### src/rtl/adder_pkg.sv
// Shared types and helpers for the chunked serial add/subtract engine.
package adder_pkg;

   localparam logic [1:0] ENC_IDLE = 2'd0;
   localparam logic [1:0] ENC_RUN  = 2'd1;
   localparam logic [1:0] ENC_DONE = 2'd2;

   typedef enum logic [1:0] {
      IDLE = ENC_IDLE,
      RUN  = ENC_RUN,
      DONE = ENC_DONE
   } state_t;

   // A single-chunk configuration still needs a 1-bit counter.
   function automatic int cnt_width(input int nch);
      return (nch <= 1) ? 1 : $clog2(nch);
   endfunction

endpackage

### src/rtl/full_adder.sv
// One-bit full adder cell used as the ripple element.
module full_adder (
   input  logic a,
   input  logic b,
   input  logic cin,
   output logic s,
   output logic cout
);

   assign s    = a ^ b ^ cin;
   assign cout = (a & b) | (cin & (a ^ b));

endmodule

### src/rtl/ripple_chunk_adder.sv
// Combinational CHUNK-bit ripple-carry adder built from chained full_adder cells.
module ripple_chunk_adder #(
   parameter int CHUNK = 8
) (
   input  logic [CHUNK-1:0] a,
   input  logic [CHUNK-1:0] b,
   input  logic             cin,
   output logic [CHUNK-1:0] s,
   output logic             cout
);

   logic [CHUNK:0] w_c;

   assign w_c[0] = cin;

   for (genvar i = 0; i < CHUNK; i++) begin : g_fa
      full_adder u_fa (
         .a    (a[i]),
         .b    (b[i]),
         .cin  (w_c[i]),
         .s    (s[i]),
         .cout (w_c[i+1])
      );
   end

   assign cout = w_c[CHUNK];

endmodule

### src/rtl/chunked_serial_adder.sv
// Multi-cycle add/subtract: ripples CHUNK bits per clock, carrying the chunk carry
// between cycles. Results appear only on completion.
module chunked_serial_adder
   import adder_pkg::*;
#(
   parameter int WIDTH = 32,
   parameter int CHUNK = 8
) (
   input  logic             clk,
   input  logic             rst_n,
   input  logic             start,
   input  logic             sub,
   input  logic [WIDTH-1:0] in1,
   input  logic [WIDTH-1:0] in2,
   input  logic             c_in,
   output logic             busy,
   output logic             done,
   output logic [WIDTH-1:0] sum,
   output logic             c_out,
   output logic             overflow,
   output logic [1:0]       dbg_state
);

   localparam int NCH = WIDTH / CHUNK;
   localparam int CW  = cnt_width(NCH);
   localparam logic [CW-1:0] LAST_CNT = CW'(NCH - 1);

   // Handshake: start is accepted on a rising edge only while busy is low
   // (IDLE or DONE); the result is valid for the single cycle done is high.
   state_t           r_state;
   logic [CW-1:0]    r_cnt;
   logic [WIDTH-1:0] r_a;
   logic [WIDTH-1:0] r_b;
   logic [WIDTH-1:0] r_partial;
   logic [WIDTH-1:0] r_sum;
   logic             r_carry;
   logic             r_c_out;
   logic             r_overflow;

   logic [31:0]      w_base;
   logic [CHUNK-1:0] w_a_chunk;
   logic [CHUNK-1:0] w_b_chunk;
   logic [CHUNK-1:0] w_s_chunk;
   logic             w_cout;
   logic [WIDTH-1:0] w_result;

   assign w_base    = 32'(r_cnt) * 32'(CHUNK);
   assign w_a_chunk = r_a[w_base +: CHUNK];
   assign w_b_chunk = r_b[w_base +: CHUNK];

   ripple_chunk_adder #(.CHUNK(CHUNK)) u_slice (
      .a    (w_a_chunk),
      .b    (w_b_chunk),
      .cin  (r_carry),
      .s    (w_s_chunk),
      .cout (w_cout)
   );

   // Partial result with the current slice merged in; complete on the last chunk.
   always_comb begin
      w_result                   = r_partial;
      w_result[w_base +: CHUNK]  = w_s_chunk;
   end

   always_ff @(posedge clk or negedge rst_n) begin
      if (!rst_n) begin
         r_state    <= IDLE;
         r_cnt      <= '0;
         r_a        <= '0;
         r_b        <= '0;
         r_partial  <= '0;
         r_carry    <= 1'b0;
         r_sum      <= '0;
         r_c_out    <= 1'b0;
         r_overflow <= 1'b0;
      end else begin
         case (r_state)
            IDLE, DONE: begin
               if (start) begin
                  r_a       <= in1;
                  r_b       <= sub ? ~in2 : in2;
                  r_carry   <= sub ? 1'b1 : c_in;
                  r_cnt     <= '0;
                  r_partial <= '0;
                  r_state   <= RUN;
               end else begin
                  r_state   <= IDLE;
               end
            end
            RUN: begin
               r_partial <= w_result;
               r_carry   <= w_cout;
               if (r_cnt == LAST_CNT) begin
                  r_sum      <= w_result;
                  r_c_out    <= w_cout;
                  r_overflow <= (r_a[WIDTH-1] == r_b[WIDTH-1]) &&
                                (w_result[WIDTH-1] != r_a[WIDTH-1]);
                  r_state    <= DONE;
               end else begin
                  r_cnt      <= r_cnt + CW'(1);
               end
            end
            default: r_state <= IDLE;
         endcase
      end
   end

   assign busy      = (r_state == RUN);
   assign done      = (r_state == DONE);
   assign sum       = r_sum;
   assign c_out     = r_c_out;
   assign overflow  = r_overflow;
   assign dbg_state = r_state;

endmodule
### config.mk
export PLATFORM = sky130hd
export DESIGN_NAME = chunked_serial_adder
export DESIGN_NICKNAME = d
export VERILOG_FILES = /design/src/rtl/adder_pkg.sv /design/src/rtl/full_adder.sv /design/src/rtl/ripple_chunk_adder.sv /design/src/rtl/chunked_serial_adder.sv
export SDC_FILE = /design/constraint.sdc
export NUM_CORES = 1
export LEC_CHECK = 0
export ABC_AREA = 0
export BUFFER_PORTS_ARGS = -buffer_cell sky130_fd_sc_hd__buf_2
export CAP_MARGIN = 10
export CORE_MARGIN = 10
export CORE_UTILIZATION = 61
export CTS_CLUSTER_SIZE = 8
export DETAILED_ROUTE_END_ITERATION = 8
export GPL_TIMING_DRIVEN = 0
export PLACE_DENSITY = 0.85
export REMOVE_ABC_BUFFERS = 1
export SYNTH_ARGS = -nofsm -noshare
export SYNTH_HDL_FRONTEND = slang
export SYNTH_SLANG_ARGS = --single-unit
### constraint.sdc
create_clock -name clk -period 15.1 [get_ports clk]
set_input_delay 2.265 -clock clk [delete_from_list [all_inputs] [get_ports clk]]
set_output_delay 2.265 -clock clk [all_outputs]
set_load 0.1 [all_outputs]
==> results of run 1 <==
## metrics by stage
stage	hold slack, ns	worst slack (ns)
final	0.472	9.83
after global routing	0.489	9.61
after CTS	0.469	9.52
after detailed placement	0.454	9.59
after global placement	0.449	9.60
after floorplan	0.437	10.25
## how the worst max path moves through the flow
| stage | end | slack, ns | cells after the start |
|---|---|---|---|
| final | overflow | 9.83 | 15 |
| after detailed placement | overflow | 9.59 | 15 |
| after global placement | overflow | 9.60 | 15 |
| after CTS | overflow | 9.52 | 15 |
| after floorplan | overflow | 10.25 | 15 |
| after global routing | overflow | 9.61 | 15 |
## cell usage in the layout (no fill, tap or decap), types with 2 or more instances in the layout
cell type / n
a21oi_1: 32
a21oi_2: 2
a21oi_4: 2
a22o_1: 16
a32o_1: 3
and2b_1: 3
and4bb_2: 2
buf_16: 2
buf_2: 105
buf_8: 2
bufinv_16: 4
clkbuf_16: 16
clkbuf_8: 2
clkinv_2: 2
clkinv_4: 2
clkinvlp_4: 4
dfrtp_1: 135
fa_1: 8
ha_1: 6
inv_1: 26
mux2_2: 2
mux4_1: 12
mux4_2: 4
nand2_1: 165
nand3_1: 2
nor2_1: 3
nor2b_1: 30
o21ai_0: 59
o21ai_1: 7
o2bb2ai_1: 12
xnor2_1: 32
## flip-flops by register name, summed over array words and instances (netlist names)
register / count
c_out: 1
dbg_state: 2
overflow: 1
r_a: 32
r_b: 32
r_carry: 1
r_cnt: 2
r_partial: 32
sum: 32
## critical path, cell delays in order (launching register included)
cell      delay (ns)
dfrtp_1         0.94
mux4_2          0.36
inv_1           0.07
fa_1            0.40
fa_1            0.41
fa_1            0.42
fa_1            0.39
fa_1            0.38
inv_1           0.08
fa_1            0.16
inv_1           0.06
fa_1            0.35
inv_1           0.08
fa_1            0.58
a2111o_1        0.43
nand3_1         0.07
## kinds of logic (layout without fill, tap and decap cells)
logic type      after synthesis  count (layout)
simple gates                217             217
flops                       135             135
compound gates              136             136
mux                          19              19
buf+inv                      70             169
xor+xnor                     32              32
fa+ha+maj                    14              14
## layer usage
layer / track usage / vias to the layer above / share of wire / routed length, um
met3: 0.0515 / 26 / 0.064 / 968
met2: 0.342 / 178 / 0.50 / 7530
met4: 0.0735 / 0 / 0.016 / 235
li1: - / 2265 / - / -
met1: 0.256 / 2354 / 0.42 / 6380
met5: 0 / - / 0 / 0
## cell type report
cell class / instances / area [sq um] / share of cell area
multi-input cells: 418 / 2790 / 0.363
clock inverters: 12 / 178 / 0.0231
repair buffers: 111 / 642 / 0.0835
flip-flops and latches: 135 / 3380 / 0.439
well taps: 136 / 170 / 0.0221
inverters: 27 / 101 / 0.0132
clock buffers: 19 / 432 / 0.0561
==> reports/results.ini, run 1 <==
[detailed_routing]
vias = 4823
antenna_left = 0
wirelength_um = 15100
via_per_inst = 5.62
drc_errors = 0
drt_first_pass_iters = 5
wire_per_inst_um = 17.6
first_iter_violations = 296

[sta]
rsz0062_at_grt = false
final-setup-viol-count = 0
hold_viol_final = 0
fin_crit_sh = 0.349
layout_min_cycle_time_ns = 5.27
relSlewSlack = 0.389
tightest_slew_ns = 0.917
final.setup.tns_ns = 0
slew_violations = 0
finalClockSkew_ns = 0.00817
fmax_ghz = 0.190

[cts]
cts_setup_buffers = 0
cts_htree_levels = 4
ctsHoldBuffers = 0
clkSinkCount = 135
cts_buffer_depth = 2
cts_buffers = 17
path_clk_slew_ns = 0.06
clk_latency_ns = 0.53
cts-root-buf = clkbuf_8
cts_tree = done
cts_resized = 0

[placed_design]
place_inst = 826
place_hpwl_um = 9930
post_dp_cell_area_sq_mm = 0.00705
globalplace.congestion = 0.807
port_buffers = 106

[global_routing]
grt_pass1_wl_um = 24600
grtUsageTotal = 0.206
grt_antenna_before_repair = 0
grt_max_degree = 98
grt-ovfl-total = 0
first_global_vias = 4951

[critical_path]
path_class = flip-flop to flip-flop
crit_fanout = 20
cp.required_ns = 15.56
r2r_end = overflow
worst_setup_path_end_kind = flip-flop
worstPathArrival_ns = 5.73
rr_startpoint = r_cnt[1]
cp-startpoint = r_cnt[1]
r2r_slack_ns = 9.83
crit_path_start_kind = flip-flop
reg2regPathDepth = 15

[floorplan]
rows = 37
dieWidth_um = 123
initial_core_util = 0.626
die_h_um = 123
core_sq_mm = 0.0104
die-area_sq_mm = 0.0152
num_io_pins = 107

[final_layout]
design_area_sq_mm = 0.00769
final_cell_count_no_fill = 858
final_layout_size_suffix_gt1_frac = 0.220
diodes = 0
fin_util = 0.742
nNetsFinal = 793
synthToLayoutAreaGrowth_pct = 18.4
fillers = 738

[hold_path]
worstHoldStart = r_a[10]
whs_path_depth = 2
hold_class = flip-flop to flip-flop
min_to = r_a[10]

[synth]
synth_edf_count = 0
synth-seq-cells = 135
ys.flop_type = dfrtp_1
synth_largest_area_cell = dfrtp_1
synth_top_cell_area_share = 0.520
synth_area_sq_mm = 0.00650
synthMuxAreaShare = 0.0674
yosys_warnings = 0
ys_types = 43
synthTopCellsByArea = dfrtp_1 52%, nand2_1 9.5%, mux4_1 4.9%
synth.avg_cell_area_sq_um = 10.4
syn_inst = 623
synth_xor_area_frac = 0.0431
ys_seq_area_frac = 0.520
synth_adder_area_share = 0.0362
yosys.area_share.simple = 0.151
synth_common_cells = 165 x nand2_1, 135 x dfrtp_1, 59 x o21ai_0
synth_top_family_by_area = simple AND/OR/NAND/NOR gates
yosysMostFrequentCell = nand2_1
synth_compound_area_frac = 0.130
async_reset_ff_frac = 1.00

[job]
maxCapViolCount = 0

[outcome]
status = completed

Power of run 1 is not shown: default switching activity piles up to over one toggle a cycle in this logic, so the estimate is an artifact.
==> run 2: changes to the inputs <==
- CORE_UTILIZATION: 61 -> 57
- PLACE_DENSITY: 0.85 -> 0.81
- clock period: 15.1 -> 4.91 ns (I/O delays scaled with it)
==> run 2 against run 1 <==
Compared with the run above: worst setup slack got worse by 9.7 ns; via count decreased by 1.1%; global-route usage shrank 1.7 points; highest routed layer unchanged; critical path type unchanged.
==> reports/results.ini, run 2 (synthesized netlist as in run 1, its figures left out) <==
[detailed_routing]
antenna_left = 0  ; unchanged
wire_per_inst_um = 17.2  ; was 17.6 um
drc_errors = 0  ; unchanged
wirelength_um = 14900  ; was 15100 um
drt_first_pass_iters = 5  ; unchanged
first_iter_violations = 310  ; was 296
via_per_inst = 5.50  ; was 5.62
vias = 4772  ; was 4823

[cts]
cts_buffers = 17  ; unchanged
cts_tree = done  ; unchanged
clk_latency_ns = 0.43  ; was 0.53 ns
clkSinkCount = 135  ; unchanged
cts_htree_levels = 4  ; unchanged
cts_buffer_depth = 2  ; unchanged
ctsHoldBuffers = 0  ; unchanged
cts-root-buf = clkbuf_16  ; was clkbuf_8
path_clk_slew_ns = 0.05  ; was 0.06 ns

[floorplan]
initial_core_util = 0.591  ; was 0.626
rows = 38  ; was 37
core_sq_mm = 0.0110  ; was 0.0104 sq mm
die_h_um = 127  ; was 123 um
dieWidth_um = 127  ; was 123 um
num_io_pins = 107  ; unchanged
die-area_sq_mm = 0.0161  ; was 0.0152 sq mm

[global_routing]
first_global_vias = 4971  ; was 4951
grt_antenna_before_repair = 0  ; unchanged
grt_pass1_wl_um = 24600  ; about the same
grtUsageTotal = 0.188  ; was 0.206
grt-ovfl-total = 0  ; unchanged
grt_max_degree = 78  ; was 98

[placed_design]
place_hpwl_um = 10100  ; was 9930 um
port_buffers = 106  ; unchanged
pre_cts_ws_ns = -0.758  ; was 9.59 ns
post_dp_cell_area_sq_mm = 0.00708  ; was 0.00705 sq mm
globalplace.congestion = 0.790  ; was 0.807

[sta]
final.setup.tns_ns = 0  ; unchanged
fin_crit_sh = 0.970  ; was 0.349
slew_violations = 0  ; unchanged
relSlewSlack = 0.368  ; was 0.389
tightest_slew_ns = 0.948  ; was 0.917 ns
final-setup-viol-count = 0  ; unchanged
rsz0062_at_grt = false  ; unchanged
finalWorstSetupSlack_ns = 0.148  ; was 9.83 ns
fmax_ghz = 0.210  ; was 0.190 GHz
hold_viol_final = 0  ; unchanged
layout_min_cycle_time_ns = 4.76  ; was 5.27 ns
finalClockSkew_ns = 0.0145  ; was 0.00817 ns

[critical_path]
crit_path_start_kind = flip-flop  ; unchanged
worstPathArrival_ns = 5.12  ; was 5.73 ns
crit_fanout = 9  ; was 20
path_class = flip-flop to flip-flop  ; unchanged
worst_setup_path_end_kind = flip-flop  ; unchanged
cp.required_ns = 5.27  ; was 15.56 ns

[final_layout]
final_cell_mix = 165 x nand2_1, 133 x dfrtp_1, 105 x buf_2, 59 x o21ai_0  ; was 165 x nand2_1, 135 x dfrtp_1, 105 x buf_2, 59 x o21ai_0
diodes = 0  ; unchanged
nNetsFinal = 797  ; was 793
synthToLayoutAreaGrowth_pct = 19.6  ; was 18.4%
design_area_sq_mm = 0.00777  ; was 0.00769 sq mm
final_common_cell = nand2_1  ; unchanged
fin_util = 0.707  ; was 0.742
fillers = 754  ; was 738
final_layout_size_suffix_gt1_frac = 0.230  ; was 0.220

[outcome]
status = completed  ; unchanged

[hold_path]
hold_class = primary input to async pin  ; was flip-flop to flip-flop

[job]
maxCapViolCount = 0  ; unchanged

## run 2: cell types whose count changed in the layout (fill, tap and decap cells not counted), moves of 2 or more
cell      previous run  this run
buf_4                0         3
clkbuf_8             2         4
dfrtp_1            135       133
dfrtp_4              0         2
## run 2: critical path, stage by stage, from the launching register on
cell      delay, ns
dfrtp_4        0.51
mux4_2         0.35
inv_1          0.05
fa_1           0.42
fa_1           0.40
fa_1           0.41
fa_1           0.40
fa_1           0.40
inv_1          0.09
fa_1           0.16
inv_1          0.05
fa_1           0.35
inv_1          0.09
fa_2           0.55
a2111o_1       0.40
nand3_1        0.07
## run 2: worst paths after layout
kind / from / endpoint / slack, ns / cells after the start
worst max-delay path: r_cnt[0] / overflow / 0.15 / 15
worst min-delay path: rst_n / sum[12] / 0.27 / 1
max in group asynchronous: rst_n / r_b[17] / 3.90 / 2
min in group clk: r_a[12] / r_a[12] / 0.47 / 2
worst max register to register: r_cnt[0] / overflow / 0.15 / 15
worst min register to register: r_a[12] / r_a[12] / 0.47 / 2
## run 2: final cells by class
cell class,instances,area [sq um],area share
sequential,135,3390,0.436
clock inverter,11,171,0.0221
tap,140,175,0.0225
clock buffer,21,470,0.0606
multi-input combinational,418,2790,0.359
timing repair buffer,115,678,0.0873
inverter,27,101,0.0130
## run 2: metal layers
layer,vias to the layer above,global-route usage,part of all wire
li1,2279,-,-
met1,2316,0.233,0.43
met2,146,0.305,0.48
met3,31,0.0554,0.064
met4,0,0.0697,0.021
met5,-,0,0
## run 2: timing repair
| action | in CTS | in global routing |
|---|---|---|
| buffers inserted | 3 | 1 |
| resized for setup | 5 | 0 |
| endpoints found under the setup margin | 19 | 1 |
## run 2: per-stage QoR
| step | hold slack, ns | cells |
|---|---|---|
| after floorplan | 0.437 | 580 |
| after global placement | 0.449 | 826 |
| after detailed placement | 0.457 | 831 |
| after CTS | 0.296 | 866 |
| after global routing | 0.322 | 867 |
| final | 0.272 | 867 |
Power of run 2 is left out for the same reason.
==> run 3: changes to the inputs <==
- CORE_MARGIN: 10 -> 1
- PLACE_DENSITY: 0.81 -> not set
- PLACE_DENSITY_LB_ADDON: not set -> 0.25
==> run 3 against run 2 <==
Compared with the run above: routed wire length shrank 7.3%; global-route usage up 6.9 points; cell count is 0.23% lower; via count down 1.0%; sequential cell count unchanged; clock-buffer cell count fell by 3; final area decreased by 0.64%; worst setup slack got worse by 0.0055 ns.
==> reports/results.ini, run 3 (synthesized netlist as in run 1, its figures left out) <==
[floorplan]
dieWidth_um = 109  ; was 127 um
die_h_um = 109  ; was 127 um
initial_core_util = 0.591  ; unchanged
die-area_sq_mm = 0.0118  ; was 0.0161 sq mm
rows = 38  ; unchanged
core_sq_mm = 0.0110  ; unchanged
num_io_pins = 107  ; unchanged

[detailed_routing]
top_layer = met4  ; unchanged
wl_met1_um = 5960  ; was 6400 um
wire_per_inst_um = 15.9  ; was 17.2 um
via_per_inst = 5.46  ; was 5.50
drt_first_pass_iters = 6  ; was 5
wl_met2_um = 6930  ; was 7210 um
wirelength_um = 13800  ; was 14900 um
drc_errors = 0  ; unchanged
first_iter_violations = 250  ; was 310
vias = 4722  ; was 4772
antenna_left = 0  ; unchanged
wl_met3_um = 677  ; was 947 um

[sta]
finalClockSkew_ns = 0.00734  ; was 0.0145 ns
fin_crit_sh = 0.971  ; was 0.970
relSlewSlack = 0.385  ; was 0.368
tightest_slew_ns = 0.922  ; was 0.948 ns
final-setup-viol-count = 0  ; unchanged
final.setup.tns_ns = 0  ; unchanged
slew_violations = 0  ; unchanged
fmax_ghz = 0.210  ; about the same
rsz0062_at_grt = false  ; unchanged
hold_viol_final = 0  ; unchanged
layout_min_cycle_time_ns = 4.77  ; was 4.76 ns

[cts]
cts_htree_levels = 4  ; unchanged
cts_buffers = 17  ; unchanged
cts-root-buf = clkbuf_16  ; unchanged
clk_latency_ns = 0.42  ; was 0.43 ns
cts_tree = done  ; unchanged
cts_buffer_depth = 2  ; unchanged
clkSinkCount = 135  ; unchanged
path_clk_slew_ns = 0.06  ; was 0.05 ns

[critical_path]
rr_startpoint = r_cnt[0]  ; unchanged
worst_setup_path_end_kind = flip-flop  ; unchanged
cp.required_ns = 5.26  ; was 5.27 ns
cp_slowest_stage_delay_ns = 0.53  ; was 0.55 ns
crit_path_start_kind = flip-flop  ; unchanged
crit_chain = mux4_2, inv_1, fa_1, fa_1, fa_1, fa_1, fa_1, inv_1, fa_1, inv_1, fa_1, inv_1, fa_2, a2111o_1, nand3_1  ; unchanged
path_class = flip-flop to flip-flop  ; unchanged
r2r_end = overflow  ; unchanged
crit_slowest_cell = fa_2  ; unchanged
crit_fanout = 9  ; unchanged
reg2regPathDepth = 15  ; unchanged
worstPathArrival_ns = 5.12  ; about the same
crit_top_cell = fa_1  ; unchanged
r2r_slack_ns = 0.14  ; was 0.15 ns

[global_routing]
grtUsageTotal = 0.257  ; was 0.188
grt_pass1_wl_um = 22900  ; was 24600 um
grt-ovfl-total = 0  ; unchanged
grt_antenna_before_repair = 0  ; unchanged
first_global_vias = 4701  ; was 4971
grt_max_degree = 98  ; was 78

[placed_design]
globalplace.congestion = 0.772  ; was 0.790
place_inst = 830  ; was 831
place_hpwl_um = 9030  ; was 10100 um
port_buffers = 106  ; unchanged
post_dp_cell_area_sq_mm = 0.00707  ; was 0.00708 sq mm

[final_layout]
design_area_sq_mm = 0.00772  ; was 0.00777 sq mm
final_cell_mix = 165 x nand2_1, 133 x dfrtp_1, 105 x buf_2, 59 x o21ai_0  ; unchanged
nNetsFinal = 795  ; was 797
final_layout_size_suffix_gt1_frac = 0.229  ; was 0.230
diodes = 0  ; unchanged
final_common_cell = nand2_1  ; unchanged
synthToLayoutAreaGrowth_pct = 18.8  ; was 19.6%
final_cell_count_no_fill = 865  ; was 867

[hold_path]
hold_class = primary input to async pin  ; unchanged

[job]
maxCapViolCount = 0  ; unchanged

[outcome]
status = completed  ; unchanged

[run 3: cell types whose count changed in the layout (fill, tap and decap cells not counted), moves of 2 or more]
| cell | before | now |
|---|---|---|
| clkinvlp_4 | 5 | 3 |
| clkinv_4 | 1 | 4 |
| inv_6 | 0 | 2 |
| clkbuf_8 | 4 | 2 |
[run 3: critical path: cells and delay by family (launching register included)]
kind,cells,cell delay (ns)
adder cells (fa/ha/maj),8,3.06
flip-flops,1,0.51
buffers and inverters,4,0.28
AND/OR/NAND/NOR,1,0.07
AO/OA/AOI/OAI,1,0.40
multiplexers,1,0.37
[run 3: how the worst max path moves through the flow]
| stage | from | slack (ns) | end |
|---|---|---|---|
| 2_1_floorplan | r_cnt[0] | 0.06 | overflow |
| 3_3_place_gp | r_cnt[0] | -0.61 | overflow |
| 3_5_place_dp | r_cnt[0] | -0.64 | overflow |
| 4_1_cts | r_cnt[1] | 0.006 | overflow |
| 5_1_grt | r_cnt[0] | 0.02 | overflow |
| 6_report | r_cnt[0] | 0.14 | overflow |
[run 3: routing by layer]
layer  vias up  global-route usage
li1       2270                   -
met1      2308               0.338
met2       128               0.423
met3        16              0.0610
met4         0              0.0840
met5         -                   0
[run 3: layout make-up]
class	count	area [sq um]
clock buffer	18	439
clock inverter	14	175
sequential	135	3390
fill	824	3260
multi-input combinational	418	2790
inverter	27	101
timing repair buffer	113	651
tap	140	175
[run 3: what timing repair did]
item / CTS / global route
buffers inserted: 2 / 1
endpoints found under the setup margin: 16 / 5
hold buffers: 0 / 0
hold endpoints to repair: 0 / 0
gates resized for setup: 4 / 1
[run 3: stage by stage]
| step | util | hold slack, ns | setup WS (ns) |
|---|---|---|---|
| after floorplan | - | 0.437 | 0.0555 |
| after global placement | 0.634 | 0.452 | -0.614 |
| after detailed placement | 0.643 | 0.455 | -0.639 |
| after CTS | 0.701 | 0.228 | 0.00563 |
| after global routing | 0.703 | 0.236 | 0.0163 |
| final | 0.703 | 0.215 | 0.143 |
Power of run 3 is left out for the same reason.
